## config.mk

```make
export PLATFORM = sky130hd
export DESIGN_NAME = wb_timer_flat
export DESIGN_NICKNAME = d
export VERILOG_FILES = /design/src/rtl/wb_timer_if.sv /design/src/rtl/wb_timer.sv /design/src/flat_wrapper.sv
export SDC_FILE = /design/constraint.sdc
export NUM_CORES = 1
export LEC_CHECK = 0
export BUFFER_PORTS_ARGS = -buffer_cell sky130_fd_sc_hd__buf_2
export CORE_MARGIN = 8
export CORE_UTILIZATION = 45
export CTS_CLUSTER_SIZE = 14
export DETAILED_ROUTE_END_ITERATION = 10
export PLACE_DENSITY_LB_ADDON = 0.2
export SYNTH_ARGS = -nofsm -noshare
export SYNTH_HDL_FRONTEND = slang
export SYNTH_SLANG_ARGS = --single-unit
export TNS_END_PERCENT = 100
```

## constraint.sdc

```tcl
create_clock -name clk -period 4.5 [get_ports clk]
set_input_delay 0.225 -clock clk [delete_from_list [all_inputs] [get_ports clk]]
set_output_delay 0.225 -clock clk [all_outputs]
set_load 0.01 [all_outputs]
```

## src/rtl/wb_timer_if.sv

```systemverilog
// Bus bundle between the hart's data-bus decoder and the machine timer.
// The master drives the access; the timer answers with combinational data and ack.
interface wb_timer_if;
  logic        i_wb_stb;
  logic        i_wb_we;
  logic [3:0]  i_wb_sel;
  logic [31:0] i_wb_addr;
  logic [31:0] i_wb_data;
  logic [31:0] o_wb_data;
  logic        o_wb_ack;

  modport master (
    output i_wb_stb,
    output i_wb_we,
    output i_wb_sel,
    output i_wb_addr,
    output i_wb_data,
    input  o_wb_data,
    input  o_wb_ack
  );

  modport slave (
    input  i_wb_stb,
    input  i_wb_we,
    input  i_wb_sel,
    input  i_wb_addr,
    input  i_wb_data,
    output o_wb_data,
    output o_wb_ack
  );
endinterface

```

## src/rtl/wb_timer.sv

```systemverilog
// Memory-mapped 64-bit machine timer (mtime/mtimecmp) with prescaler and level interrupt.
// Loads are answered combinationally; stores, counting and the interrupt are registered.
module wb_timer #(
  parameter logic [31:0] BASE_ADDR = 32'h0001_0000,
  parameter int unsigned PRESCALE  = 1
) (
  input  logic       clk,
  input  logic       rst,
  wb_timer_if.slave  bus,
  output logic       o_irq
);

  localparam logic [15:0] PS_LAST = 16'(PRESCALE - 1);

  logic [63:0] mtime;
  logic [63:0] mtimecmp;
  logic [31:0] shadow_hi;
  logic [1:0]  ctrl;
  logic [15:0] ps;

  logic        hit;
  logic        acc;
  logic        wr;
  logic        rd;
  logic [2:0]  off;
  logic        cmp_ge;
  logic [1:0]  ctrl_next;
  logic        en_cnt;
  logic        mtime_wr;
  logic        unused_bits;

  function automatic logic [31:0] merge_lanes(input logic [31:0] old,
                                              input logic [31:0] data,
                                              input logic [3:0]  sel);
    logic [31:0] r;
    r = old;
    for (int n = 0; n < 4; n++) begin
      if (sel[n]) r[8*n +: 8] = data[8*n +: 8];
    end
    return r;
  endfunction

  assign hit         = (bus.i_wb_addr[31:5] == BASE_ADDR[31:5]);
  assign acc         = bus.i_wb_stb & hit;
  assign wr          = acc & bus.i_wb_we;
  assign rd          = acc & ~bus.i_wb_we;
  assign off         = bus.i_wb_addr[4:2];
  assign cmp_ge      = (mtime >= mtimecmp);
  assign unused_bits = ^bus.i_wb_addr[1:0];
  assign bus.o_wb_ack = acc;

  // A CTRL store that clears EN must also suppress the tick on its own edge,
  // so counting requires EN both before and after this edge.
  assign ctrl_next = (wr && off == 3'd4 && bus.i_wb_sel[0]) ? bus.i_wb_data[1:0] : ctrl;
  assign en_cnt    = ctrl[0] & ctrl_next[0];
  assign mtime_wr  = wr & ((off == 3'd0) | (off == 3'd1));

  always_comb begin
    bus.o_wb_data = 32'h0;
    if (acc) begin
      case (off)
        3'd0:    bus.o_wb_data = mtime[31:0];
        3'd1:    bus.o_wb_data = shadow_hi;
        3'd2:    bus.o_wb_data = mtimecmp[31:0];
        3'd3:    bus.o_wb_data = mtimecmp[63:32];
        3'd4:    bus.o_wb_data = {30'h0, ctrl};
        3'd5:    bus.o_wb_data = {30'h0, o_irq, cmp_ge};
        default: bus.o_wb_data = 32'h0;
      endcase
    end
  end

  always_ff @(posedge clk) begin
    if (rst) begin
      mtime     <= 64'h0;
      mtimecmp  <= 64'hFFFF_FFFF_FFFF_FFFF;
      shadow_hi <= 32'h0;
      ctrl      <= 2'b00;
      ps        <= 16'h0;
      o_irq     <= 1'b0;
    end else begin
      o_irq <= ctrl[1] & cmp_ge;
      ctrl  <= ctrl_next;

      if (rd && off == 3'd0) shadow_hi <= mtime[63:32];

      // A software write to mtime wins over a coincident tick and restarts the prescaler.
      if (mtime_wr) begin
        ps <= 16'h0;
        if (off == 3'd0) mtime[31:0]  <= merge_lanes(mtime[31:0],  bus.i_wb_data, bus.i_wb_sel);
        else             mtime[63:32] <= merge_lanes(mtime[63:32], bus.i_wb_data, bus.i_wb_sel);
      end else if (en_cnt) begin
        if (ps == PS_LAST) begin
          ps    <= 16'h0;
          mtime <= mtime + 64'd1;
        end else begin
          ps <= ps + 16'd1;
        end
      end

      if (wr && off == 3'd2) mtimecmp[31:0]  <= merge_lanes(mtimecmp[31:0],  bus.i_wb_data, bus.i_wb_sel);
      if (wr && off == 3'd3) mtimecmp[63:32] <= merge_lanes(mtimecmp[63:32], bus.i_wb_data, bus.i_wb_sel);
    end
  end

endmodule

```

## src/flat_wrapper.sv

```systemverilog
// flat-port wrapper written by rule: the top's interface ports become plain ports
module wb_timer_flat 
#(
  parameter logic [31:0] BASE_ADDR = 32'h0001_0000,
  parameter int unsigned PRESCALE  = 1
)
  (clk, rst, o_irq, bus_i_wb_stb, bus_i_wb_we, bus_i_wb_sel, bus_i_wb_addr, bus_i_wb_data, bus_o_wb_data, bus_o_wb_ack);
  wb_timer_if bus_i ();
  input  logic clk;
  input  logic rst;
  output logic o_irq;
  input wire logic [$bits(bus_i.i_wb_stb)-1:0] bus_i_wb_stb;
  input wire logic [$bits(bus_i.i_wb_we)-1:0] bus_i_wb_we;
  input wire logic [$bits(bus_i.i_wb_sel)-1:0] bus_i_wb_sel;
  input wire logic [$bits(bus_i.i_wb_addr)-1:0] bus_i_wb_addr;
  input wire logic [$bits(bus_i.i_wb_data)-1:0] bus_i_wb_data;
  output wire logic [$bits(bus_i.o_wb_data)-1:0] bus_o_wb_data;
  output wire logic [$bits(bus_i.o_wb_ack)-1:0] bus_o_wb_ack;
  assign bus_i.i_wb_stb = bus_i_wb_stb;
  assign bus_i.i_wb_we = bus_i_wb_we;
  assign bus_i.i_wb_sel = bus_i_wb_sel;
  assign bus_i.i_wb_addr = bus_i_wb_addr;
  assign bus_i.i_wb_data = bus_i_wb_data;
  assign bus_o_wb_data = bus_i.o_wb_data;
  assign bus_o_wb_ack = bus_i.o_wb_ack;
  wb_timer #(.BASE_ADDR(BASE_ADDR), .PRESCALE(PRESCALE)) u_core (.clk(clk), .rst(rst), .bus(bus_i), .o_irq(o_irq));
endmodule
```

After elaboration in Yosys (flattened, before gate mapping). Index checks and enable logic that the tools add are counted.

Shift-type cells: 0. Multiply operators: 0. Add/subtract/negate cells: 2. $lt $le $gt $ge: 1. Reductions and logical operators: 26. Bitwise operators: 8. Div/mod/pow operators: 0. Muxes and demuxes: 13. Equal/unequal tests: 12.

Operators by type and width (number): $mux W64 (3); $pmux W32 S6 (1); $mux W32 (3); $add A64 B1 Y64 const B (1); $ge A64 B64 Y1 (1); $mux W8 (4); $reduce_and A4 Y1 (8); $eq A27 B12 Y1 const B (1); $add A16 B1 Y16 const B (1); $logic_not A16 Y1 (1); $mux W16 (1); $reduce_and A2 Y1 (8); $ne A2 B2 Y1 const B (6); $and A1 B1 Y1 (6); $eq A3 B2 Y1 const B (2); $eq A3 B3 Y1 const B (2); $logic_and A1 B1 Y1 (5); $reduce_bool A2 Y1 (2); $eq A3 B1 Y1 const B (1); $logic_not A3 Y1 (1); $reduce_or A2 Y1 (1); $mux W1 (1); $not A1 Y1 (1); $or A1 B1 Y1 (1).

Word-level logic and storage cells: 83. Bits in writable memories: 0. Register bits after elaboration: 179. Memories kept: 0. Bits in latches: 0. Output and inout bits: 34. Memory bits (read-only): 0. Input port bits: 72.

Logic depth before layout (Yosys ltp). Gate-level depths: netlist of run 1.

Depth in word-level cells: 9. Depth in mapped cells: 10. Mapped depth without buffers: 8.

Least setup slack after synthesis of run 1. Ideal clock, no wire load.

Path kind: reg-to-reg. Start: reg u_core.mtime[0]. End: reg u_core.mtime[48]. Arrival: 2.247 ns. Path slack: 2.135 ns. Stages on the path, launching flop included: 8. Path buffers: 0. Setup time: 0.117 ns. Data required time: 4.383 ns. Clock period less this slack: 2.365 ns. Cells stage by stage: dfxtp_1 -> ha_1 -> nand3_1 -> nor4_1 -> nand3_1 -> or3_1 -> a21o_1 -> a32o_1.

Cells in the longest elaborated chain, start to end: 4.

RTL lines: start, declared (line wb_timer.sv:15) `logic [63:0] mtime;`; start signal, assigned (line wb_timer.sv:90) `if (off == 3'd0) mtime[31:0] <= merge_lanes(mtime[31:0], bus.i_wb_data, bus.i_wb_sel);`; start signal, assigned (line wb_timer.sv:95) `mtime <= mtime + 64'd1;`; $add A64 B1 Y64 (line wb_timer.sv:95); $mux W64 (line wb_timer.sv:93) `if (ps == PS_LAST) begin`; $mux W64 (line wb_timer.sv:92) `end else if (en_cnt) begin`; $mux W64 (line wb_timer.sv:88) `if (mtime_wr) begin`.

No other way between the ends. The select of a mux whose other input is x is not followed. A chain may end at the register's enable or synchronous reset.

Final worst setup path of run 1.
Start: reg u_core.mtime[25]. End: out bus_o_wb_data[0].

Cells in the longest elaborated chain, start to end: 3.

RTL lines: $ge A64 B64 Y1 (line wb_timer.sv:48) `assign cmp_ge = (mtime >= mtimecmp);`; $pmux W32 S6 (line wb_timer.sv:61) `case (off)`; $mux W32 (line wb_timer.sv:60) `if (acc) begin`; end, declared (line flat_wrapper.sv:17) `output wire logic [$bits(bus_i.o_wb_data)-1:0] bus_o_wb_data;`.

No other way between the ends.

==> run summary, run 1 <==
Crit. End Element -> output port
WHS -> 0.0378 ns
Main synth FF type -> dfxtp_1
Total number of vias -> 11767
Final Max Slew Viols -> 0
Worst hold path type -> in -> reg
Die width -> 178 um
IO Pins -> 106
CTS Sinks -> 179
DIE AREA -> 31700 um^2
Tcrit/Tclk final -> 79.6%
Data arrival time of the critical path -> 3.36 ns
Max Clock Freq -> 279 MHz
Pwr/cell area -> 259 nW/um^2
Synth unique cells -> 87
Final setup TNS -> 0 ns
RSZ-0062 raised after global routing -> no
Min Clock Period, post-route -> 3.58 ns
Gr ovfl total -> 0
Largest net degree at the start of global routing -> 59
Slew @ Worst Pin -> 1.06 ns
Core ar. -> 25900 um^2
Seq cells post-synth -> 179
CTS Buf Count -> 17
Std cell rows -> 59
Most frequent cells after synthesis -> nand2_1, dfxtp_1, nor2_1
Synth area leaders -> dfxtp_1, ha_1, mux2i_1
Leakage -> 5.80 nW
Die Y -> 178 um
Worst Hold End -> u_core.mtimecmp[46]
Critical path type -> reg -> out
WL per Instance -> 20.7 um
Layout area overhead -> 11.3%
Top-count cell post-synth -> nand2_1
Seq/Total Area, Yosys -> 30.3%
Syn. warnings -> 0
Final Hold Fails -> 0
Fill cell count -> 2516
Vias in the first global route -> 11165
Detail Route Antenna Nets -> 0
WHS Path Cells -> 3
Relative max-transition margin -> 29.6%
Syn Nets -> 1648
Initial Util -> 45.6%
Outcome -> completed
DRC viols -> 0
Peak supply drop -> 0.211 mV
Clock Skews -> 0.0110 ns
Async S/R FF share, synth -> 0%
Startpoint Class -> register
Post-CTS setup buffers -> 0
Max-cap check violation count -> 0
Layout cell share with drive strength beyond 1 -> 13.2%
CTS tree -> done
DR pass1 iterations -> 5
Clock Path Buffers -> 2
Cell taking the most area after synthesis -> dfxtp_1
IO Port Bufs -> 103
Synth top area share -> 30.3%
Cell Area, Synth -> 11800 um^2
Endpoints failing setup -> 0
CTS Hold Bufs -> 0
CP max FO -> 9
H-Tree Depth -> 4
Worst hold path startpoint -> bus_i_wb_data[14]
DPL Wire Length -> 28200 um
FF-to-FF Start -> u_core.mtime[0]
R2R Setup Slk -> 1.56 ns
Clk root buf -> clkbuf_16
RePlAce Congestion -> 0.896
Final WL -> 39600 um
Vias/cell -> 6.16
First-pass GRT wire length -> 62400 um
RR Endpoint -> u_core.mtime[42]
Mean Syn Cell Area -> 7.83 um^2
Reg2reg path depth -> 7
Initial antenna violation count -> 1
DRT iter0 DRCs -> 1208
Total Routing Usage GR -> 24.7%
CP Launch Point -> u_core.mtime[25]
Nets -> 1700
CTS clk-pin slew, worst paths -> 0.08 ns
Post-synth EDFFs -> 0
Mapped Cells -> 1509
Clk_lat worst skew -> 0.44 ns
Critical Path RT -> 4.28 ns
Post-cts resize count -> 0
[layer usage]
layer  vias up  track usage (%)  routed length, um
li1       5621                -                  -
met1      5613             33.7              17700
met2       474             39.5              18100
met3        59             3.73               2840
met4         0             7.47                894
met5         -                0                  0
[worst max path at each step]
| stage | end | slack (ns) | cells past startpoint |
|---|---|---|---|
| after floorplan | u_core.mtime[48] | 2.14 | 7 |
| after global placement | u_core.mtime[7] | 1.30 | 6 |
| after detailed placement | u_core.mtime[7] | 1.27 | 6 |
| after CTS | bus_o_wb_data[0] | 1.06 | 7 |
| after global routing | bus_o_wb_data[0] | 0.86 | 7 |
| final | bus_o_wb_data[0] | 0.92 | 7 |
[report_power, final]
| part | internal, mW | leakage [nW] | switching (mW) |
|---|---|---|---|
| Sequential | 1.59 | 1.44 | 0.00715 |
| Clock | 0.900 | 0.295 | 0.708 |
| Combinational | 0.0646 | 4.06 | 0.146 |
[area by class of cell]
cell class | count | area (um^2) | area share (%)
Sequential cell | 179 | 3580 | 27.2
Clock inverter | 13 | 171 | 1.30
Tap cell | 335 | 419 | 3.19
Timing Repair Buffer | 131 | 728 | 5.54
Antenna cell | 1 | 2.50 | 0.0190
Clock buffer | 19 | 443 | 3.37
Inverter | 78 | 294 | 2.24
Multi-Input combinational cell | 1154 | 7510 | 57.1
[through the flow]
step | utilization (%) | worst slack [ns] | power (mW) | std cells | area (um^2)
4_1_cts | 50.7 | 1.06 | 3.42 | 1909 | 13100
3_3_place_gp | 48.4 | 1.30 | 1.84 | 1877 | 12500
3_5_place_dp | 48.4 | 1.27 | 1.84 | 1877 | 12500
5_1_grt | 50.8 | 0.859 | 3.50 | 1910 | 13200
2_1_floorplan | - | 2.14 | 1.73 | 1509 | 11800
6_report | 50.8 | 0.918 | 3.41 | 1910 | 13200
[cell families (layout without fill, tap and decap cells)]
family | after synthesis | in the layout | share of synthesized area, %
AO/OA/AOI/OAI | 361 | 361 | 21.2
multiplexers | 84 | 84 | 7.46
AND/OR/NAND/NOR | 628 | 628 | 26.7
other | 0 | 1 | 0
buffers and inverters | 176 | 241 | 6.21
adder cells (fa/ha/maj) | 67 | 67 | 7.10
XOR/XNOR | 14 | 14 | 1.04
flip-flops | 179 | 179 | 30.3
[critical path, cell delays in order, from the launching register on]
cell      delay [ns]
dfxtp_1         0.43
ha_1            0.36
nand4_1         0.17
nor4_1          0.92
o311a_1         0.36
o31ai_1         0.11
a211oi_1        0.36
buf_2           0.21
[placed cells by master (no fill, tap or decap), drive strengths merged, types with 5 or more instances in the layout]
cell type	instances
a32o	7
xnor2	8
and4	11
o21ai	44
nor4b	8
ha	67
nor2b	8
nor3	25
o41ai	6
inv	81
o31a	11
a21oi	133
nand2	181
buf	131
o21a	8
nand4	42
o32ai	20
a21o	11
clkbuf	19
xor2	6
o221a	5
nor4	24
and2	9
o31ai	13
nand3	104
mux2i	79
o22ai	5
clkinv	5
a31oi	10
o211ai	15
dfxtp	179
nor3b	5
and3	20
a22oi	18
or3	18
nor2	161
a32oi	7
a211oi	17
[sequential cells by signal, summed over array words and instances, names as in the netlist]
signal            cells
u_core.mtime         64
u_core.mtimecmp      64
u_core.shadow_hi     32
u_core.ps            16
u_core.ctrl           2
u_core.o_irq          1
(Power assumes the default switching activity.)
==> inputs of run 2 (changes only) <==
==> constraint.sdc (replaced) <==
create_clock -name clk -period 3.65 [get_ports clk]
set_input_delay 0.1825 -clock clk [delete_from_list [all_inputs] [get_ports clk]]
set_output_delay 0.1825 -clock clk [all_outputs]
set_load 0.01 [all_outputs]
==> run 2 against run 1 <==
Clock power rose by 21%. Critical endpoint unchanged. Die area did not move. Via count rose by 0.65%. Sequential cell count unchanged. Wire length grew 0.94%. Sequential power rose by 23%. Largest cell class unchanged.
==> run summary, run 2 (same netlist as run 1, synthesis figures left out) <==
Outcome -> completed
Post-cts resize count -> 0 (unchanged)
Most frequent cells in the layout -> nand2_1, dfxtp_1, nor2_1
Critical Path RT -> 3.47 ns (-0.81 ns)
RSZ-0062 raised after global routing -> no
Comb power frac -> 6.5% (+0.3 points)
Die width -> 178 um (unchanged)
RR Endpoint -> u_core.mtime[42]
WL per Instance -> 20.7 um (-0.16%)
GR Layer Usage met1 -> 33.5% (-0.26 points)
Vias in the first global route -> 11181 (+0.14%)
Endpoints failing setup -> 0 (unchanged)
Final Hold Fails -> 0 (unchanged)
Buf/Inv on CP -> 2 (+1)
Met3 Use GR -> 3.77% (+0.042 points)
Clock power share -> 46.6% (-0.5 points)
Gr ovfl total -> 0 (unchanged)
DP Worst Slack -> 0.646 ns (-0.622 ns)
IO Pins -> 106 (unchanged)
Startpoint Class -> register
Fill cell count -> 2512 (-0.16%)
Peak supply drop -> 0.300 mV (+42%)
Reg2reg path depth -> 8 (+1)
DIE AREA -> 31700 um^2 (unchanged)
Final WL -> 39900 um (+0.94%)
First-pass GRT wire length -> 62600 um (+0.35%)
Initial antenna violation count -> 1 (unchanged)
Clock Path Buffers -> 2 (unchanged)
Nets -> 1723 (+1.4%)
Pwr/cell area -> 314 nW/um^2 (+21%)
Largest net degree at the start of global routing -> 57 (-3.4%)
CTS tree -> done
Std cell rows -> 59 (unchanged)
Vias/cell -> 6.13 (-0.45%)
Max-cap check violation count -> 0 (unchanged)
Final setup TNS -> 0 ns (unchanged)
Tcrit/Tclk final -> 89.6%
Crit path cell chain -> inv_1 > ha_1 > nand4_1 > nor3_1 > o31a_1 > nor3_1 > a211oi_1 > buf_2
Clock Skews -> 0.0122 ns (+0.00120 ns)
FF-to-FF Start -> u_core.mtime[0]
CTS Buf Count -> 17 (unchanged)
Core ar. -> 25900 um^2 (unchanged)
Layout cell share with drive strength beyond 1 -> 13.8% (+0.70 points)
RePlAce Congestion -> 0.922 (+3.0%)
Slew @ Worst Pin -> 0.849 ns (-0.206 ns)
Top Registers -> u_core.mtime x64, u_core.mtimecmp x64, u_core.shadow_hi x32
DR pass1 iterations -> 6 (+1)
H-Tree Depth -> 4 (unchanged)
Initial Util -> 45.6% (unchanged)
Leakage -> 5.91 nW (+1.9%)
Layout area overhead -> 12.8%
Reg power frac -> 46.8% (about the same)
Net Switching -> 1.02 mW (+18%)
R2R Setup Slk -> 0.58 ns (-0.98 ns)
Critical path type -> reg -> out
Relative max-transition margin -> 43.4% (+14 points)
IO Port Bufs -> 103 (unchanged)
Final instance area -> 13300 um^2 (+1.3%)
Worst Hold End -> u_core.mtimecmp[63]
Detail Route Antenna Nets -> 0 (unchanged)
Worst hold path type -> in -> reg
Total number of vias -> 11843 (+0.65%)
Most used cell, CP -> nor3_1
WHS -> 0.0216 ns (-0.0162 ns)
Post-CTS setup buffers -> 0 (unchanged)
Worst hold path startpoint -> bus_i_wb_data[31]
Int Power -> 3.17 mW (+24%)
Final Max Slew Viols -> 0 (unchanged)
DPL Wire Length -> 28700 um (+1.6%)
CTS Sinks -> 179 (unchanged)
Placed Area -> 12700 um^2 (+1.0%)
Crit. End Element -> output port
GR peak layer -> met2
Min Clock Period, post-route -> 3.27 ns
Clk_lat worst skew -> 0.45 ns (about the same)
Final core utilization -> 51.4% (+0.68 points)
CP max FO -> 3 (-6)
Met2 Track Usage GR -> 40.8% (+1.3 points)
Largest delay share family, worst path -> simple AND/OR/NAND/NOR gates
Antenna cells -> 0 (-1)
CP peak stage delay -> 0.68 ns (-0.24 ns)
Max Clock Freq -> 306 MHz
Total Routing Usage GR -> 25.0% (+0.31 points)
DRT iter0 DRCs -> 1101 (-8.9%)
Data arrival time of the critical path -> 3.09 ns (-0.27 ns)
CP max-delay cell -> nor3_1
CTS Hold Bufs -> 6 (+6)
Clk root buf -> clkbuf_16
Net Sw Frac -> 24.2% (-1.0 points)
Commonest non-fill, non-tap cell in the layout -> nand2_1
CTS clk-pin slew, worst paths -> 0.07 ns (about the same)
PnR worst setup slack -> 0.379 ns (-0.539 ns)
WHS Path Cells -> 3 (unchanged)
DRC viols -> 0 (unchanged)
Die Y -> 178 um (unchanged)
[run 2: worst min-delay path, delay by kind of cell]
family	cells	cell delay (ns)
buf+inv	1	0.13
mux	1	0.07
simple gates	1	0.05
[run 2: worst max path at each step]
stage / start / end / slack, ns / cells past startpoint
final: u_core.mtimecmp[63] / bus_o_wb_data[0] / 0.38 / 8
after global placement: bus_i_wb_addr[18] / u_core.mtime[7] / 0.70 / 7
after floorplan: u_core.mtime[0] / u_core.mtime[48] / 1.29 / 7
after global routing: u_core.mtimecmp[63] / bus_o_wb_data[0] / 0.29 / 9
after detailed placement: bus_i_wb_addr[18] / u_core.mtime[0] / 0.65 / 7
after CTS: u_core.mtimecmp[63] / bus_o_wb_data[0] / 0.47 / 9
[run 2: power by group through the flow]
stage                     registers [mW]  logic [mW]  clock network (mW)
final                               1.96       0.274                1.95
after global routing                1.96       0.292                2.07
after CTS                           1.96       0.270                1.98
after detailed placement            2.01       0.264                   0
after global placement              2.01       0.263                   0
after floorplan                     2.01       0.133                   0
[run 2: metal layers]
metal  vias up  part of all wire [%]
met5         -                 0.025
met4         2                   2.0
met3        63                   7.2
met2       467                    46
met1      5637                    44
li1       5674                     -
[run 2: final cells by class]
| cell class | instances | area, um^2 | area share [%] |
|---|---|---|---|
| well taps | 335 | 419 | 3.15 |
| multi-input cells | 1154 | 7510 | 56.4 |
| repair buffers | 154 | 916 | 6.87 |
| clock buffers | 23 | 478 | 3.59 |
| inverters | 78 | 294 | 2.21 |
| clock inverters | 8 | 126 | 0.948 |
| flip-flops and latches | 179 | 3580 | 26.9 |
[run 2: through the flow]
step / instances / power, mW
finish: 1931 / 4.19
global route: 1931 / 4.32
CTS: 1931 / 4.21
detailed placement: 1894 / 2.27
global placement: 1894 / 2.27
floorplan: 1509 / 2.14
==> inputs of run 3 (changes only) <==
--- a/config.mk
+++ b/config.mk
@@ -5,11 +5,13 @@
 export SDC_FILE = /design/constraint.sdc
 export NUM_CORES = 1
 export LEC_CHECK = 0
+export ABC_AREA = 1
 export BUFFER_PORTS_ARGS = -buffer_cell sky130_fd_sc_hd__buf_2
 export CORE_MARGIN = 8
 export CORE_UTILIZATION = 45
 export CTS_CLUSTER_SIZE = 14
 export DETAILED_ROUTE_END_ITERATION = 10
+export HOLD_SLACK_MARGIN = 0.05
 export PLACE_DENSITY_LB_ADDON = 0.2
 export SYNTH_ARGS = -nofsm -noshare
 export SYNTH_HDL_FRONTEND = slang
==> run 3 against run 2 <==
Sequential power barely moved. Maximum frequency rose by 8.5%. Count of clock-buffer cells in the layout fell by 3. Register-to-register slack improved by 0.53 ns. Die area rose by 6.1%. First-iteration DRC count rose by 7.7%. Critical path type unchanged. Largest cell class unchanged.
==> run summary, run 3 <==
Final setup TNS -> 0 ns (unchanged)
Data arrival time of the critical path -> 2.83 ns (-0.26 ns)
CTS Buf Count -> 17 (unchanged)
Mapped Cells -> 2021 (+34%)
Worst hold path type -> in -> reg
RePlAce Congestion -> 0.992 (+7.5%)
Total Routing Usage GR -> 25.5% (+0.52 points)
CTS tree -> done
Max Clock Freq -> 332 MHz (+8.5%)
Mux cell area share after synthesis -> 0% (-7.5 points)
First-pass GRT wire length -> 67900 um (+8.4%)
Vias/cell -> 5.30 (-14%)
Commonest non-fill, non-tap cell in the layout -> nand2_1
Async S/R FF share, synth -> 0% (unchanged)
DIE AREA -> 33600 um^2 (+6.1%)
Layout area overhead -> 11.0%
Critical path type -> reg -> out
Clock Path Buffers -> 2 (unchanged)
Cell Area, Synth -> 12600 um^2 (+6.7%)
Largest family of logic cells by synthesized area -> simple AND/OR/NAND/NOR gates
Startpoint Class -> register
Most frequent cells in the layout -> nand2_1, nor2_1, inv_1
Relative max-transition margin -> 37.9% (-5.5 points)
Reg power frac -> 48.5% (+1.7 points)
Clock power share -> 46.9% (+0.3 points)
Die Y -> 183 um (+3.0%)
Final WL -> 42800 um (+7.2%)
Critical Path RT -> 3.47 ns (about the same)
Initial Util -> 45.5% (-0.10 points)
Nets -> 2230 (+29%)
Top-count cell post-synth -> nand2_1
Layout cell share with drive strength beyond 1 -> 9.03% (-4.8 points)
Synth unique cells -> 49 (-44%)
Synth area leaders -> dfxtp_1, nand2_1, nor2_1
Initial antenna violation count -> 0 (-1)
Largest net degree at the start of global routing -> 116 (+100%)
Fill cell count -> 2899 (+15%)
WL per Instance -> 17.3 um (-17%)
Final Total Pwr -> 4.03 mW (-3.9%)
CP max FO -> 6 (+3)
Comb power frac -> 4.6% (-1.9 points)
Post-CTS setup buffers -> 0 (unchanged)
Clk_lat worst skew -> 0.45 ns (about the same)
Final Hold Fails -> 0 (unchanged)
Seq/Total Area, Yosys -> 28.4% (-1.9 points)
Post-cts resize count -> 0 (unchanged)
Synth Area in Adders -> 6.65% (-0.44 points)
Crit path cell chain -> ha_1 > nand2_1 > nor2_1 > nand3_1 > nor3_1 > nand2_1 > inv_1 > nand2_1 > nand2_1 > nand2_1 > nand2_1 > nand2_1 > a21oi_1 > buf_2
Non-Filler Instances -> 2481 (+28%)
DR pass1 iterations -> 6 (unchanged)
Std cell rows -> 61 (+3.4%)
Clk root buf -> clkbuf_16
DP Cell Count -> 2446 (+29%)
Synth top area share -> 28.4% (-1.9 points)
Mean Syn Cell Area -> 6.24 um^2 (-20%)
Top Registers -> u_core.mtime x64, u_core.mtimecmp x64, u_core.shadow_hi x32
DRT iter0 DRCs -> 1186 (+7.7%)
Slew @ Worst Pin -> 0.931 ns (+0.0816 ns)
Vias in the first global route -> 12436 (+11%)
Leakage -> 7.58 nW (+28%)
CTS Hold Bufs -> 4 (-2)
Syn. warnings -> 0 (unchanged)
Gr ovfl total -> 0 (unchanged)
Pwr/cell area -> 288 nW/um^2 (-8.5%)
Final Max Slew Viols -> 0 (unchanged)
Main synth FF type -> dfxtp_1
CTS Sinks -> 179 (unchanged)
Antenna cells -> 0 (unchanged)
Detail Route Antenna Nets -> 0 (unchanged)
Syn Nets -> 2160 (+31%)
Cell taking the most area after synthesis -> dfxtp_1
Most frequent cells after synthesis -> nand2_1, nor2_1, inv_1
Synth Area in XOR/XNOR -> 2.85% (+1.8 points)
Crit. End Element -> output port
Total number of vias -> 13156 (+11%)
Int Power -> 3.06 mW (-3.7%)
Synth Area in Simple Gates -> 35.9% (+9.2 points)
Post-synth EDFFs -> 0 (unchanged)
RSZ-0062 raised after global routing -> no
DRC viols -> 0 (unchanged)
DPL Wire Length -> 32300 um (+13%)
IO Port Bufs -> 103 (unchanged)
Min Clock Period, post-route -> 3.01 ns (-0.258 ns)
Tcrit/Tclk final -> 82.6% (-7.1 points)
Peak supply drop -> 0.290 mV (-3.3%)
Core ar. -> 27700 um^2 (+6.9%)
CTS clk-pin slew, worst paths -> 0.07 ns (about the same)
Seq cells post-synth -> 179 (unchanged)
H-Tree Depth -> 4 (unchanged)
CP peak stage delay -> 0.43 ns (-0.25 ns)
Most used cell, CP -> nand2_1
Net Sw Frac -> 24.1% (-0.15 points)
Net Switching -> 0.970 mW (-4.5%)
CP max-delay cell -> dfxtp_1
Endpoints failing setup -> 0 (unchanged)
Clock Skews -> 0.0130 ns (+0.000802 ns)
Max-cap check violation count -> 0 (unchanged)
Outcome -> completed
Die width -> 183 um (+3.0%)
IO Pins -> 106 (unchanged)
Synth Area in Compound Gates -> 14.6% (-6.5 points)
## run 3: changes by cell type after synthesis, moves of 20 or more
cell and change:
nand3_1 -46, o32ai_1 -20, a21oi_1 -91, mux2i_1 -79, inv_1 +214, o21ai_0 +29
xor2_1 +34, o211ai_1 +44, a31oi_1 +20, nor2_1 +167, nand2_1 +405, clkbuf_1 -23
## run 3: cell families after synthesis
logic type / after synthesis
fa+ha+maj: 67
flops: 179
compound gates: 284
buf+inv: 362
simple gates: 1088
xor+xnor: 41
## run 3: worst paths after layout
| kind | startpoint | end | slack [ns] | cells past startpoint |
|---|---|---|---|---|
| max reg2reg | u_core.mtime[0] | u_core.mtime[61] | 1.11 | 11 |
| min reg2reg | u_core.ctrl[1] | u_core.o_irq | 0.45 | 2 |
| max | u_core.mtime[31] | bus_o_wb_data[0] | 0.64 | 14 |
| min | bus_i_wb_data[19] | u_core.mtimecmp[51] | 0.06 | 3 |
## run 3: metrics by stage
step                utilization (%)  cell area [um^2]  setup WS, ns  hold slack [ns]
finish                         50.5             14000         0.636           0.0596
global route                   50.5             14000         0.439           0.0654
CTS                            50.5             14000         0.638           0.0507
detailed placement             48.2             13400          1.13            0.441
global placement               48.2             13400          1.13            0.435
floorplan                         -             12600          1.87            0.371
## run 3: layer usage
layer  up-vias  part of all wire [%]  wire length (um)  global-route usage, %
li1       6608                     -                 -                      -
met1      6094                    47             19900                   34.5
met2       395                    46             19800                   42.1
met3        59                   5.2              2240                   3.26
met4         0                   2.0               836                   7.22
met5         -                     0                 0                      0
## run 3: power by group through the flow
stage / sequential, mW / combinational (mW) / clock, mW
after floorplan: 2.00 / 0.0909 / 0
after global placement: 2.00 / 0.179 / 0
after detailed placement: 2.00 / 0.181 / 0
after CTS: 1.95 / 0.185 / 1.91
after global routing: 1.95 / 0.202 / 1.99
final: 1.95 / 0.186 / 1.89
## run 3: worst max-delay path: cells and delay by family (launching register included)
family                   cells  cell delay [ns]
AND/OR/NAND/NOR             10             1.21
AO/OA/AOI/OAI                1             0.15
adder cells (fa/ha/maj)      1             0.36
flip-flops                   1             0.43
buffers and inverters        2             0.22
## run 3: final cells by class
cell class / count / area [um^2] / share of cell area [%]
Inverter: 294 / 1110 / 7.91
Clock inverter: 11 / 128 / 0.912
Sequential cell: 179 / 3580 / 25.6
Tap cell: 378 / 473 / 3.38
Clock buffer: 20 / 457 / 3.27
Multi-Input combinational cell: 1480 / 7580 / 54.2
Timing Repair Buffer: 119 / 658 / 4.71
